`config.mk`:
```
export PLATFORM = sky130hd
export DESIGN_NAME = vga_pixel_cmd_sink
export DESIGN_NICKNAME = d
export VERILOG_FILES = /design/src/rtl/vga_pixel_cmd_sink.sv
export SDC_FILE = /design/constraint.sdc
export NUM_CORES = 1
export LEC_CHECK = 0
export BUFFER_PORTS_ARGS = -buffer_cell sky130_fd_sc_hd__buf_2
export CORE_ASPECT_RATIO = 1.1
export CORE_MARGIN = 3
export CORE_UTILIZATION = 44
export CTS_CLUSTER_DIAMETER = 120
export DETAILED_ROUTE_END_ITERATION = 10
export HOLD_SLACK_MARGIN = 0.02
export PLACE_DENSITY = 0.63
export SLEW_MARGIN = 0
export SYNTH_ARGS = -nofsm -noshare
export SYNTH_HDL_FRONTEND = slang
export SYNTH_SLANG_ARGS = --single-unit
export TNS_END_PERCENT = 5
```
`constraint.sdc`:
```
create_clock -name CLOCK_50 -period 2.6 [get_ports CLOCK_50]
set_input_delay 0.52 -clock CLOCK_50 [delete_from_list [all_inputs] [get_ports CLOCK_50]]
set_output_delay 0.52 -clock CLOCK_50 [all_outputs]
set_load 0.005 [all_outputs]
```
`src/rtl/vga_pixel_cmd_sink.sv`:
```
// Pixel-command sink: edge-detects writeEn on the HPS PIO word, clips and linearises the
// pixel address, queues accepted commands and drains them over a valid/ready port.
module vga_pixel_cmd_sink #(
    parameter int unsigned FIFO_DEPTH = 8,
    parameter int unsigned ADDR_W     = 17,
    parameter int unsigned CNT_W      = 16
) (
    input  logic              CLOCK_50,
    input  logic              reset_reset_n,
    input  logic [21:0]       cmd_word,
    output logic              fb_valid,
    input  logic              fb_ready,
    output logic [ADDR_W-1:0] fb_addr,
    output logic [2:0]        fb_colour,
    output logic              fb_mode,
    input  logic              clr_status,
    output logic              overflow,
    output logic [CNT_W-1:0]  drop_count,
    output logic              busy
);

    localparam int unsigned PTR_W  = (FIFO_DEPTH > 1) ? $clog2(FIFO_DEPTH) : 1;
    localparam int unsigned CNTF_W = $clog2(FIFO_DEPTH + 1);
    localparam int unsigned SUM_W  = CNT_W + 1;

    typedef struct packed {
        logic       mode;
        logic       we;
        logic [8:0] x;
        logic [7:0] y;
        logic [2:0] colour;
    } cmd_t;

    typedef struct packed {
        logic              mode;
        logic [ADDR_W-1:0] addr;
        logic [2:0]        colour;
    } entry_t;

    cmd_t              in_q;
    logic              hist_we_q;
    logic              new_cmd_c;
    logic              in_range_c;
    logic              clip_drop_c;
    logic [ADDR_W-1:0] addr_c;
    entry_t            stg_d;
    entry_t            stg_q;
    logic              stg_vld_q;

    entry_t            mem_q [FIFO_DEPTH];
    logic [PTR_W-1:0]  wr_ptr_q, wr_ptr_d;
    logic [PTR_W-1:0]  rd_ptr_q, rd_ptr_d;
    logic [CNTF_W-1:0] cnt_q, cnt_d;
    logic              busy_q;
    logic              full_c;
    logic              pop_c;
    logic              push_c;
    logic              ovf_c;
    entry_t            head_c;

    logic              ovf_q, ovf_d;
    logic [CNT_W-1:0]  drop_q, drop_d;
    logic [SUM_W-1:0]  drop_sum_c;

    // writeEn history resets high so a level held through reset release is not an edge
    always_ff @(posedge CLOCK_50 or negedge reset_reset_n) begin
        if (!reset_reset_n) begin
            in_q      <= '0;
            in_q.we   <= 1'b1;
            hist_we_q <= 1'b1;
        end else begin
            in_q      <= cmd_word;
            hist_we_q <= in_q.we;
        end
    end

    // Clip to the active resolution and form y*W + x from shifts
    always_comb begin
        new_cmd_c = in_q.we & ~hist_we_q;
        if (in_q.mode) begin
            in_range_c = (in_q.x < 9'd320) && (in_q.y < 8'd240);
            addr_c     = (ADDR_W'(in_q.y) << 8) + (ADDR_W'(in_q.y) << 6) + ADDR_W'(in_q.x);
        end else begin
            in_range_c = (in_q.x < 9'd160) && (in_q.y < 8'd120);
            addr_c     = (ADDR_W'(in_q.y) << 7) + (ADDR_W'(in_q.y) << 5) + ADDR_W'(in_q.x);
        end
        clip_drop_c  = new_cmd_c & ~in_range_c;
        stg_d.mode   = in_q.mode;
        stg_d.addr   = addr_c;
        stg_d.colour = in_q.colour;
    end

    always_ff @(posedge CLOCK_50 or negedge reset_reset_n) begin
        if (!reset_reset_n) begin
            stg_vld_q <= 1'b0;
            stg_q     <= '0;
        end else begin
            stg_vld_q <= new_cmd_c & in_range_c;
            stg_q     <= stg_d;
        end
    end

    // A pop on the same edge frees a slot, so a full FIFO still accepts that push
    always_comb begin
        full_c = (cnt_q == CNTF_W'(FIFO_DEPTH));
        pop_c  = (cnt_q != '0) & fb_ready;
        push_c = stg_vld_q & (~full_c | pop_c);
        ovf_c  = stg_vld_q & full_c & ~pop_c;
    end

    always_comb begin
        wr_ptr_d = wr_ptr_q;
        rd_ptr_d = rd_ptr_q;
        cnt_d    = cnt_q;
        if (push_c) begin
            wr_ptr_d = wr_ptr_q + PTR_W'(1);
        end
        if (pop_c) begin
            rd_ptr_d = rd_ptr_q + PTR_W'(1);
        end
        if (push_c && !pop_c) begin
            cnt_d = cnt_q + CNTF_W'(1);
        end else if (!push_c && pop_c) begin
            cnt_d = cnt_q - CNTF_W'(1);
        end
    end

    always_ff @(posedge CLOCK_50 or negedge reset_reset_n) begin
        if (!reset_reset_n) begin
            wr_ptr_q <= '0;
            rd_ptr_q <= '0;
            cnt_q    <= '0;
            busy_q   <= 1'b0;
        end else begin
            wr_ptr_q <= wr_ptr_d;
            rd_ptr_q <= rd_ptr_d;
            cnt_q    <= cnt_d;
            busy_q   <= (cnt_d != '0);
        end
    end

    always_ff @(posedge CLOCK_50 or negedge reset_reset_n) begin
        if (!reset_reset_n) begin
            for (int i = 0; i < int'(FIFO_DEPTH); i++) begin
                mem_q[i] <= '0;
            end
        end else if (push_c) begin
            mem_q[wr_ptr_q] <= stg_q;
        end
    end

    // Clipped and overflowed commands can land on the same edge, so the step is 0..2
    always_comb begin
        ovf_d      = ovf_q;
        drop_sum_c = SUM_W'(drop_q) + SUM_W'(clip_drop_c) + SUM_W'(ovf_c);
        drop_d     = drop_sum_c[SUM_W-1] ? '1 : drop_sum_c[CNT_W-1:0];
        if (ovf_c) begin
            ovf_d = 1'b1;
        end
        if (clr_status) begin
            ovf_d  = 1'b0;
            drop_d = '0;
        end
    end

    always_ff @(posedge CLOCK_50 or negedge reset_reset_n) begin
        if (!reset_reset_n) begin
            ovf_q  <= 1'b0;
            drop_q <= '0;
        end else begin
            ovf_q  <= ovf_d;
            drop_q <= drop_d;
        end
    end

    assign head_c     = mem_q[rd_ptr_q];
    assign fb_valid   = busy_q;
    assign busy       = busy_q;
    assign fb_addr    = head_c.addr;
    assign fb_colour  = head_c.colour;
    assign fb_mode    = head_c.mode;
    assign overflow   = ovf_q;
    assign drop_count = drop_q;

endmodule

```
* After elaboration in Yosys (flattened, before gate mapping)
Index checks and enable logic that the tools add are counted.
** Storage, ports and cells
- Bits in registers :: 241
- Input port bits :: 26
- Output and inout port bits :: 40
- Word-level logic and storage cells :: 96
** Cells by class
- Add/subtract/negate cells :: 10
- $lt $le $gt $ge :: 7
- Eq/ne operators :: 1
- Mux-type cells :: 14
- Bitwise operators :: 14
- Reductions and logical operators :: 10
** Operators with widths (count)
- $bwmux W168 :: 1
- $bmux W21 S3 :: 1
- $demux W21 S3 :: 1
- $mux W21 :: 3
- $mux W16 :: 2
- $add A16 B1 Y17 :: 1
- $add A16 B14 Y17 :: 1
- $add A16 B9 Y17 :: 1
- $add A17 B1 Y17 :: 1
- $add A17 B9 Y17 :: 1
- $mux W17 :: 1
- $add A15 B13 Y16 :: 1
- $lt A9 B8 Y1 const B :: 1
- $lt A9 B9 Y1 const B :: 1
- $ge A4 B4 Y1 const B :: 2
- $lt A8 B7 Y1 const B :: 1
- $lt A8 B8 Y1 const B :: 1
- $mux W4 :: 2
- $not A3 Y4 :: 2
- $reduce_bool A4 Y1 :: 2
- $and A1 B1 Y1 :: 7
- $add A3 B1 Y3 const B :: 2
- $logic_and A1 B1 Y1 :: 5
- $add A4 B1 Y4 const B :: 1
- 8 further kinds :: 14

* Logic depth before layout (Yosys ltp)
Gate-level depths: netlist (run 1).
- Word-level depth :: 9
- Depth in mapped cells :: 12
- Mapped depth without buffers :: 10

* Worst setup path after synthesis (run 1)
Ideal clock, no wire load.
- Path kind :: reg2reg
- Start point :: register cnt_q[1]
- End point :: register drop_q[10] (netlist: drop_count[10])
- Library setup time :: 0.078 ns
- Arrival time :: 2.683 ns
- Required time :: 2.522 ns
- Path slack :: -0.161 ns
- Stages on the path, launching flop included :: 13
- Buffers on the path :: 3
- Clock period less this slack :: 2.761 ns
- Path through :: dfrtp_1 clkbuf_1 inv_1 ha_1 nand2b_1 buf_4 nor3_1 fa_1 ha_1 nand3_1 or3_1 clkbuf_1 a21oi_1
** On the way
- Word-level cells in the longest chain between the ends :: 7
- Elaborated cells on any way between the ends :: 9
- Classes of those cells :: 1 x add/sub; 1 x eq/ne; 2 x mux; 4 x bitwise; 1 x reduce/logical
** RTL lines
- start: declaration :: line 53 : logic [CNTF_W-1:0] cnt_q, cnt_d;
- start signal: assignment :: line 137 : cnt_q <= cnt_d;
- $reduce_bool A4 Y1 :: line 106 : pop_c = (cnt_q != '0) & fb_ready;
- $and A1 B1 Y1 :: line 106
- $not A1 Y1 :: line 108 : ovf_c = stg_vld_q & full_c & ~pop_c;
- $and A1 B1 Y1 (*) :: line 108
- $add A17 B1 Y17 (*) :: line 155 : drop_sum_c = SUM_W'(drop_q) + SUM_W'(clip_drop_c) + SUM_W'(ovf_c);
- $mux W16 (*) :: line 156 : drop_d = drop_sum_c[SUM_W-1] ? '1 : drop_sum_c[CNT_W-1:0];
- $mux W16 (*) :: line 160 : if (clr_status) begin
- via drop_d[10] :: line 62 : logic [CNT_W-1:0] drop_q, drop_d;
- end signal: assignment :: line 172 : drop_q <= drop_d;
- end: declaration :: line 62
Mark *: on every way through the listed nets, which the timed path passes. The rest lies on a longest branch.
A chain may end at the register's enable or synchronous reset.

* Worst setup path in the final report (run 1)
- Start point :: register rd_ptr_q[0]
- End point :: output fb_addr[0]
** On the way
- Word-level cells in the longest chain between the ends :: 4
** RTL lines
- start: declaration :: line 52 : logic [PTR_W-1:0] rd_ptr_q, rd_ptr_d;
- start signal: assignment :: line 136 : rd_ptr_q <= rd_ptr_d;
- $not A3 Y4 (implied by the code) :: line 176 : assign head_c = mem_q[rd_ptr_q];
- $bmux W21 S3 :: line 176
- $mux W21 (implied by the code) (2 in a row) :: line 176
- end: declaration :: line 13 : output logic [ADDR_W-1:0] fb_addr,
Every way passes these cells. The select of a mux whose other input is x is not followed.

==> results of run 1 <==
-- metal layers --
metal	vias up	track usage [%]
li1	3028	-
met1	3397	24.0
met2	101	29.0
met3	37	2.25
met4	0	3.91
met5	-	0
-- cells in the final DEF, fill, tap and decap left out, types with 12 or more instances in the layout --
cell,count
mux2_4,19
nand2_1,14
nand3_1,14
clkbuf_16,29
mux2_2,154
buf_12,12
buf_6,21
buf_4,28
o21ai_0,17
buf_2,45
ha_1,25
mux4_2,42
nor2_1,20
mux2_1,21
dfrtp_1,236
a21oi_1,26
inv_1,25
-- cells by family (layout without fill, tap and decap cells) --
| family | Yosys count | count (layout) | synth area share [%] |
|---|---|---|---|
| fa+ha+maj | 32 | 32 | 3.99 |
| xor+xnor | 21 | 21 | 1.65 |
| mux | 241 | 241 | 28.5 |
| compound gates | 79 | 79 | 4.44 |
| simple gates | 93 | 93 | 4.68 |
| buf+inv | 66 | 187 | 2.68 |
| flops | 241 | 241 | 54.1 |
-- sequential cells by signal, indices dropped and copies added, names as in the netlist --
signal      flops
busy            1
cnt_q           4
drop_count     16
hist_we_q       1
in_q           22
mem_q         168
overflow        1
rd_ptr_q        3
stg_q          21
stg_vld_q       1
wr_ptr_q        3
-- layout make-up --
cell class	instances	area share, %
clock buffer	41	6.03
clock inverter	8	0.364
inverter	25	0.700
multi-input combinational	466	37.0
sequential	241	45.0
tap	310	2.89
timing repair buffer	113	7.98
-- power groups by stage --
stage | clock, W | sequential, W | combinational, W
5_1_grt | 0.00389 | 0.00581 | 0.00525
4_1_cts | 0.00373 | 0.00564 | 0.00436
2_1_floorplan | 0 | 0.00540 | 0.00298
3_5_place_dp | 0 | 0.00568 | 0.00400
6_report | 0.00362 | 0.00564 | 0.00485
3_3_place_gp | 0 | 0.00565 | 0.00393
-- how the worst max path moves through the flow --
stage,slack [ns],cells after the start,endpoint
final,-0.15,5,fb_addr[0]
after floorplan,0.02,12,drop_count[10]
after detailed placement,0.02,8,stg_q[15]
after CTS,-0.17,4,fb_addr[5]
after global placement,0.07,8,stg_q[15]
after global routing,-0.21,5,fb_colour[1]
-- through the flow --
| step | power (W) | util [%] | TNS [ns] | std cells |
|---|---|---|---|---|
| CTS | 0.0137 | 53.2 | -3.13 | 1201 |
| global placement | 0.00959 | 49.1 | 0 | 1145 |
| finish | 0.0141 | 54.3 | -2.63 | 1204 |
| detailed placement | 0.00969 | 49.1 | 0 | 1145 |
| floorplan | 0.00838 | - | 0 | 773 |
| global route | 0.0150 | 54.3 | -4.14 | 1204 |
-- repair_timing --
item                                   CTS  global route
endpoints found under the hold margin   56             0
gates cloned                             3             2
setup endpoints to repair               21            26
buffers inserted                         3             1
hold buffers                             1             0
gates resized for setup                 10            43
==> impl_metrics.py, run 1 <==
metrics = {
    "global_routing": {
        "grt_pass1_wl_um": 37700,
        "track_usage_pct": 17.3,
        "grt.overflow.total": 0,
        "grt_pass1_vias": 6808,
        "antenna_found_initial": 0,
        "grt_max_degree": 66,
    },
    "hold_path": {
        "min_path_cells": 1,
        "worstHoldPathType": "input pin to register",
        "hold-path-endpoint": "in_q[14]",
        "hold_start": "cmd_word[14]",
    },
    "critical_path": {
        "crit_path_max_fanout": 4,
        "r2r_slack_ns": 0.06,
        "crit_family": "multiplexers",
        "required_ns": 2.08,
        "r2r_start": "in_q[3]",
        "worstPathBufferInverterCount": 3,
        "worstPathCellList": "buf_6 > clkbuf_16 > mux4_2 > mux2_4 > buf_6",
        "crit_top_cell": "buf_6",
        "reg2reg_to": "stg_q[15]",
        "critical_path_class": "register to output port",
        "worst_setup_path_start_kind": "register",
        "rr_worst_depth": 8,
        "cp-startpoint": "rd_ptr_q[0]",
        "cp.arrival_ns": 2.23,
        "slowest_stage": "mux4_2",
        "slowest_delay_ns": 0.51,
        "endpoint_kind": "output port",
    },
    "timing": {
        "fmax_ghz": 0.364,
        "finalHoldViolCount": 0,
        "final_max_slew_viol_count": 0,
        "fin_skew_ns": 0.0158,
        "period_share_pct": 106,
        "whs_ns": 0.0856,
        "max-slew-margin-rel_pct": 64.7,
        "tightest_slew_ns": 0.529,
        "grt_setup_unrepaired": "yes",
        "setup_slack_ns": -0.146,
        "period_needed_ns": 2.75,
        "setup_viol": 21,
    },
    "layout": {
        "nets": 932,
        "drive_gt1_share_pct": 43.8,
        "antenna_cells": 0,
        "multi_input_area_mm2": 0.00496,
        "fin_area_mm2": 0.0134,
        "syn_to_final_growth_pct": 20.1,
        "fillers": 2052,
        "ff_latch_area_mm2": 0.00604,
    },
    "pwr": {
        "power_leakage_nw": 6.32,
        "p_comb_share_pct": 34.4,
        "switching_power_w": 0.00398,
        "power.share.clock_pct": 25.6,
        "p_int_w": 0.0101,
        "seqPwrFrac_pct": 40.0,
        "vdd_drop_max_mv": 0.595,
        "switching_share_pct": 28.2,
        "power.density_mw_per_mm2": 1050,
    },
    "run_status": {
        "violations": "negative setup slack",
        "status": "complete, but fails checks",
    },
    "detailed_routing": {
        "wl_met2_um": 11700,
        "route.detailed.drc": 0,
        "top_layer_used": "met4",
        "firstDrtPassIters": 4,
        "vias": 6563,
        "wl_met3_um": 714,
        "finalWirelength_um": 23100,
        "drt-initial-drc-count": 291,
        "wl_met1_um": 10200,
        "final_antenna_net_count": 0,
        "wl_per_cell_um": 19.2,
        "vias_per_cell": 5.45,
    },
    "synthesis": {
        "synth_largest_type_area_fraction_pct": 53.6,
        "ys_ff_latch": 241,
        "async_flop_share_pct": 100,
        "synth_most_common_cell": "dfrtp_1",
        "synth.yosys.warnings": 0,
        "syn-cell-area_mm2": 0.0112,
        "seq_area_frac_synth_pct": 54.1,
        "synth.avg_cell_area_um2": 14.4,
        "ys_types": 57,
        "synth_edf_count": 0,
        "syn-num-nets": 831,
        "synthTopCellsByCount": "dfrtp_1 (239), mux2_2 (173), mux4_2 (42)",
        "synth_cells": 773,
        "synth_top_area_cell": "dfrtp_1",
        "synthTopCellsByArea": "dfrtp_1 (54%), mux2_2 (17%), mux4_2 (8.5%)",
        "synth_flop_cell": "dfrtp_1",
    },
    "placement": {
        "port_buffers": 65,
        "dp_hpwl_um": 14300,
        "place_ws_ns": 0.0206,
        "placed_cell_area_mm2": 0.0121,
        "routabilityCongestion": 0.837,
    },
    "clocking": {
        "cts-root-buf": "clkbuf_16",
        "clkSlewWorstSetupHoldPaths_ns": 0.06,
        "cts_sinks": 241,
        "cts_tree": "done",
        "cts.path.max_buffers": 3,
        "clk_latency_ns": 0.54,
        "h-tree-depth": 1,
        "numCtsBuffers": 27,
    },
    "flow_run": {
        "max_cap_violations": 0,
    },
    "floorplan": {
        "ios": 66,
        "die_h_um": 173,
        "coreArea_mm2": 0.0247,
        "dieWidth_um": 158,
        "dieArea_mm2": 0.0273,
        "initial_core_util_pct": 45.2,
        "fp-row-count": 60,
    },
}
Power figures use the tool's default switching activity.
==> run 2: changes to the inputs <==
==> constraint.sdc (replaced) <==
create_clock -name CLOCK_50 -period 2.5 [get_ports CLOCK_50]
set_input_delay 0.5 -clock CLOCK_50 [delete_from_list [all_inputs] [get_ports CLOCK_50]]
set_output_delay 0.5 -clock CLOCK_50 [all_outputs]
set_load 0.005 [all_outputs]
==> run 2 against run 1 <==
The flow still finishes with violations (negative setup slack). Utilization increased by 0.051 points. Die area unchanged. First-iteration DRC count increased by 25%. Total power increased by 3.4%. Highest routed layer unchanged.
==> impl_metrics.py, run 2 (synthesis results as in run 1) <==
metrics = {
    "pwr": {
        "total_power_w": 0.0146,
        "power.density_mw_per_mm2": 1090,
        "vdd_drop_max_mv": 0.582,
        "power_leakage_nw": 6.33,
    },
    "timing": {
        "grt_setup_unrepaired": "yes",
        "tightest_slew_ns": 0.527,
        "max-slew-margin-rel_pct": 64.9,
        "setup_tns_ns": -2.91,
        "setup_slack_ns": -0.180,
        "period_share_pct": 107,
        "final_max_slew_viol_count": 0,
        "finalHoldViolCount": 0,
        "fin_skew_ns": 0.00930,
        "period_needed_ns": 2.68,
        "fmax_ghz": 0.373,
        "setup_viol": 21,
        "whs_ns": 0.0783,
    },
    "critical_path": {
        "rr_worst_depth": 8,
        "cp.arrival_ns": 2.18,
        "r2r_start": "in_q[3]",
        "worst_setup_path_start_kind": "register",
        "r2r_slack_ns": 0.04,
        "slowest_stage": "mux4_2",
        "critical_path_class": "register to output port",
        "required_ns": 2.00,
        "endpoint_kind": "output port",
        "reg2reg_to": "stg_q[15]",
        "crit_path_max_fanout": 7,
        "worstPathCellList": "buf_12 > buf_16 > mux4_2 > mux2_4 > buf_6",
        "slowest_delay_ns": 0.50,
    },
    "clocking": {
        "h-tree-depth": 1,
        "numCtsBuffers": 27,
        "cts_sinks": 241,
        "cts-root-buf": "clkbuf_16",
        "clk_latency_ns": 0.52,
        "clkSlewWorstSetupHoldPaths_ns": 0.06,
        "cts.path.max_buffers": 3,
        "cts_tree": "done",
    },
    "layout": {
        "reg_top3": "mem_q (168), in_q (22), stg_q (21)",
        "multi_input_area_mm2": 0.00498,
        "ff_latch_area_mm2": 0.00604,
        "utilization_pct": 54.3,
        "final_cell_mix": "dfrtp_1 (237), mux2_2 (159), buf_2 (51), mux4_2 (42), buf_4 (42)",
        "syn_to_final_growth_pct": 20.2,
        "drive_gt1_share_pct": 44.8,
        "nets": 940,
        "regMostFlops": "mem_q",
        "largest_register_ffs": 168,
        "antenna_cells": 0,
        "fillers": 2069,
        "final_common_cell": "dfrtp_1",
    },
    "flow_run": {
        "max_cap_violations": 0,
    },
    "detailed_routing": {
        "route.detailed.drc": 0,
        "vias": 6621,
        "finalWirelength_um": 23400,
        "firstDrtPassIters": 4,
        "final_antenna_net_count": 0,
        "drt-initial-drc-count": 365,
        "vias_per_cell": 5.46,
        "wl_per_cell_um": 19.3,
    },
    "global_routing": {
        "grt_use_met1_pct": 24.7,
        "gr-usage-met2_pct": 29.0,
        "grt_max_degree": 69,
        "grt.overflow.total": 0,
        "grt_busiest_layer": "met2",
        "antenna_found_initial": 0,
        "track_usage_pct": 17.5,
        "grt_util_met3_pct": 2.65,
        "grt_pass1_vias": 7089,
        "grt_pass1_wl_um": 38500,
    },
    "floorplan": {
        "dieArea_mm2": 0.0273,
        "fp-row-count": 60,
        "ios": 66,
        "coreArea_mm2": 0.0247,
        "dieWidth_um": 158,
        "die_h_um": 173,
        "initial_core_util_pct": 45.2,
    },
    "hold_path": {
        "hold-path-endpoint": "in_q[10]",
        "worstHoldPathType": "input pin to register",
        "min_path_cells": 1,
        "hold_start": "cmd_word[10]",
    },
    "run_status": {
        "status": "complete, but fails checks",
        "violations": "negative setup slack",
    },
    "placement": {
        "routabilityCongestion": 0.817,
        "dp_hpwl_um": 14900,
        "port_buffers": 65,
    },
}
## run 2: worst max-delay path, delay by kind of cell, from the launching register on
kind | cells | cell delay (ns)
multiplexers | 2 | 0.81
buffers and inverters | 3 | 0.42
flip-flops | 1 | 0.41
## run 2: area by class of cell
type / instances / area share (%)
Tap cell: 310 / 2.89
Clock inverter: 8 / 0.671
Clock buffer: 41 / 6.02
Inverter: 25 / 0.699
Sequential cell: 241 / 45.0
Timing Repair Buffer: 121 / 7.66
Multi-Input combinational cell: 466 / 37.1
## run 2: how the worst max path moves through the flow
stage,from,endpoint,cells past startpoint
after floorplan,cnt_q[1],drop_count[10],12
after global placement,in_q[5],stg_q[15],8
after detailed placement,in_q[5],stg_q[16],9
after CTS,rd_ptr_q[0],fb_colour[2],5
after global routing,rd_ptr_q[0],fb_addr[12],5
final,rd_ptr_q[0],fb_addr[13],5
## run 2: per-stage QoR
step / cells / cell area (um2) / setup WS [ns]
finish: 1212 / 13400 / -0.180
global route: 1212 / 13400 / -0.242
CTS: 1210 / 13300 / -0.223
detailed placement: 1157 / 12200 / -0.0383
global placement: 1157 / 12200 / -0.00312
floorplan: 773 / 11200 / 0.00655
## run 2: per-layer routing
| layer | vias to the layer above | wire length, um |
|---|---|---|
| li1 | 3051 | - |
| met4 | 0 | 439 |
| met1 | 3440 | 10900 |
| met2 | 99 | 11300 |
| met5 | - | 0 |
| met3 | 31 | 767 |
## run 2: repair_timing
action | CTS | global route
endpoints found under the hold margin | 62 | 0
setup endpoints to repair | 24 | 40
gates cloned | 1 | 2
pin swaps | 0 | 3
resized for setup | 24 | 17
setup buffers | 2 | 1
hold buffers | 1 | 0
## run 2: report_power, final
part           internal, W  total [W]  switching, W
clock network      0.00242    0.00394       0.00153
logic              0.00299    0.00480       0.00181
registers          0.00511    0.00585      0.000741
==> run 3: changes to the inputs <==
--- a/config.mk
+++ b/config.mk
@@ -12,7 +12,7 @@
 export CTS_CLUSTER_DIAMETER = 120
 export DETAILED_ROUTE_END_ITERATION = 10
 export HOLD_SLACK_MARGIN = 0.02
-export PLACE_DENSITY = 0.63
+export PLACE_DENSITY = 0.61
 export SLEW_MARGIN = 0
 export SYNTH_ARGS = -nofsm -noshare
 export SYNTH_HDL_FRONTEND = slang
==> constraint.sdc (replaced) <==
create_clock -name CLOCK_50 -period 2.9 [get_ports CLOCK_50]
set_input_delay 0.58 -clock CLOCK_50 [delete_from_list [all_inputs] [get_ports CLOCK_50]]
set_output_delay 0.58 -clock CLOCK_50 [all_outputs]
set_load 0.005 [all_outputs]
==> run 3 against run 2 <==
Worst hold slack lost 0.039 ns. The flow now finishes without violations. Final area down 5.0%. Critical path type unchanged. Global-route usage is 0.21 points lower. Critical endpoint is now fb_addr[5]. Sequential power down 12%. Via count is 0.26% lower. Total power fell by 21%.
==> impl_metrics.py, run 3 (synthesis results as in run 1) <==
metrics = {
    "layout": {
        "reg_top3": "mem_q (168), in_q (22), stg_q (21)",
        "final_common_cell": "dfrtp_1",
        "multi_input_area_mm2": 0.00485,
        "ff_latch_area_mm2": 0.00604,
        "regMostFlops": "mem_q",
        "largest_register_ffs": 168,
        "syn_to_final_growth_pct": 14.3,
        "final_cell_mix": "dfrtp_1 (237), mux2_2 (173), buf_2 (64), mux4_2 (42)",
        "nets": 911,
        "drive_gt1_share_pct": 40.6,
        "final_cell_count_no_fill": 1177,
        "antenna_cells": 0,
        "fillers": 2042,
    },
    "critical_path": {
        "critical_path_class": "register to output port",
        "crit_family": "multiplexers",
        "worstPathCellList": "buf_6 > mux4_2 > mux2_2 > buf_2",
        "slowest_stage": "mux4_2",
        "cp.arrival_ns": 2.20,
        "r2r_slack_ns": 0.22,
        "slowest_delay_ns": 0.56,
        "endpoint_kind": "output port",
        "crit_path_max_fanout": 20,
        "worstPathBufferInverterCount": 2,
        "required_ns": 2.32,
        "worst_setup_path_start_kind": "register",
    },
    "flow_run": {
        "max_cap_violations": 0,
    },
    "detailed_routing": {
        "firstDrtPassIters": 4,
        "route.detailed.drc": 0,
        "finalWirelength_um": 23000,
        "vias_per_cell": 5.61,
        "drt-initial-drc-count": 320,
        "final_antenna_net_count": 0,
        "wl_per_cell_um": 19.6,
        "vias": 6604,
    },
    "clocking": {
        "cts.path.max_buffers": 3,
        "cts-root-buf": "clkbuf_16",
        "clkSlewWorstSetupHoldPaths_ns": 0.06,
        "cts_tree": "done",
        "h-tree-depth": 1,
        "clk_latency_ns": 0.51,
        "cts_sinks": 241,
        "numCtsBuffers": 27,
    },
    "placement": {
        "port_buffers": 65,
        "dp_hpwl_um": 15400,
        "dp.cells": 1134,
        "routabilityCongestion": 0.838,
    },
    "timing": {
        "finalHoldViolCount": 0,
        "whs_ns": 0.0393,
        "fmax_ghz": 0.360,
        "tightest_slew_ns": 0.609,
        "period_share_pct": 95.9,
        "setup_viol": 0,
        "grt_setup_unrepaired": "no",
        "final_max_slew_viol_count": 0,
        "fin_skew_ns": 0.0118,
        "period_needed_ns": 2.78,
        "setup_tns_ns": 0,
        "max-slew-margin-rel_pct": 59.4,
    },
    "floorplan": {
        "fp-row-count": 60,
        "dieArea_mm2": 0.0273,
        "initial_core_util_pct": 45.2,
        "dieWidth_um": 158,
        "coreArea_mm2": 0.0247,
        "die_h_um": 173,
        "ios": 66,
    },
    "pwr": {
        "power_leakage_nw": 6.00,
        "power.density_mw_per_mm2": 910,
        "vdd_drop_max_mv": 0.456,
    },
    "global_routing": {
        "grt_pass1_vias": 7188,
        "antenna_found_initial": 0,
        "track_usage_pct": 17.3,
        "grt_max_degree": 79,
        "grt.overflow.total": 0,
        "grt_pass1_wl_um": 38100,
    },
    "hold_path": {
        "worstHoldPathType": "input pin to asynchronous set/reset pin",
    },
    "run_status": {
        "status": "completed",
    },
}
==> run 3: cell count changes in the layout (fill, tap and decap cells not counted), sizes merged <==
cell and delta:
bufinv -2, clkbuf -1, clkinvlp +1, buf -26, dlygate4sd3 -1, clkinv -6
==> run 3: final timing paths <==
kind | startpoint | end | cells past startpoint
max in group asynchronous | reset_reset_n | in_q[20] | 2
hold / removal | reset_reset_n | mem_q[31] | 1
hold reg to reg | in_q[2] | stg_q[2] | 0
setup / recovery | rd_ptr_q[0] | fb_addr[5] | 4
setup reg to reg | in_q[3] | stg_q[15] | 8
min in group CLOCK_50 | cmd_word[16] | in_q[16] | 1
==> run 3: repair_timing <==
item / CTS / global route
buffers inserted: 0 / 0
gates resized for setup: 1 / 2
hold buffers: 0 / 0
endpoints found under the setup margin: 8 / 15
==> run 3: per-layer routing <==
| metal | share of wire [%] | track usage (%) | routed length (um) |
|---|---|---|---|
| met5 | 0 | 0 | 0 |
| met4 | 2.3 | 4.56 | 539 |
| met3 | 3.8 | 2.43 | 875 |
| met2 | 50 | 30.0 | 11600 |
| met1 | 43 | 22.9 | 10000 |
==> run 3: metrics by stage <==
step                      setup slack (ns)  util [%]  cell area [um2]  total power [W]
after floorplan                      0.139         -            11200          0.00750
after detailed placement            0.0922      48.4            12000          0.00870
final                                0.118      51.6            12800           0.0116
after global routing               0.00355      51.6            12800           0.0123
after global placement               0.200      48.4            12000          0.00845
after CTS                           0.0381      51.6            12700           0.0118
==> run 3: worst register-to-register path, cell delays in order (launching register included) <==
cell	delay [ns]
dfrtp_1	0.38
inv_1	0.10
fa_1	0.55
fa_1	0.45
nand2b_1	0.19
a21oi_1	0.23
mux2i_1	0.23
nand3_1	0.09
a221o_1	0.33
==> run 3: layout make-up <==
type                       instances  share of cell area [%]
multi-input combinational        466                    38.0
sequential                       241                    47.3
clock inverter                     1                  0.0589
clock buffer                      42                    6.05
tap                              310                    3.04
timing repair buffer              92                    4.74
inverter                          25                   0.736
==> run 3: where the power goes <==
group / internal (W) / switching [W] / leakage (nW)
clock: 0.00180 / 0.00122 / 0.375
sequential: 0.00441 / 0.000734 / 3.12
combinational: 0.00208 / 0.00136 / 2.51
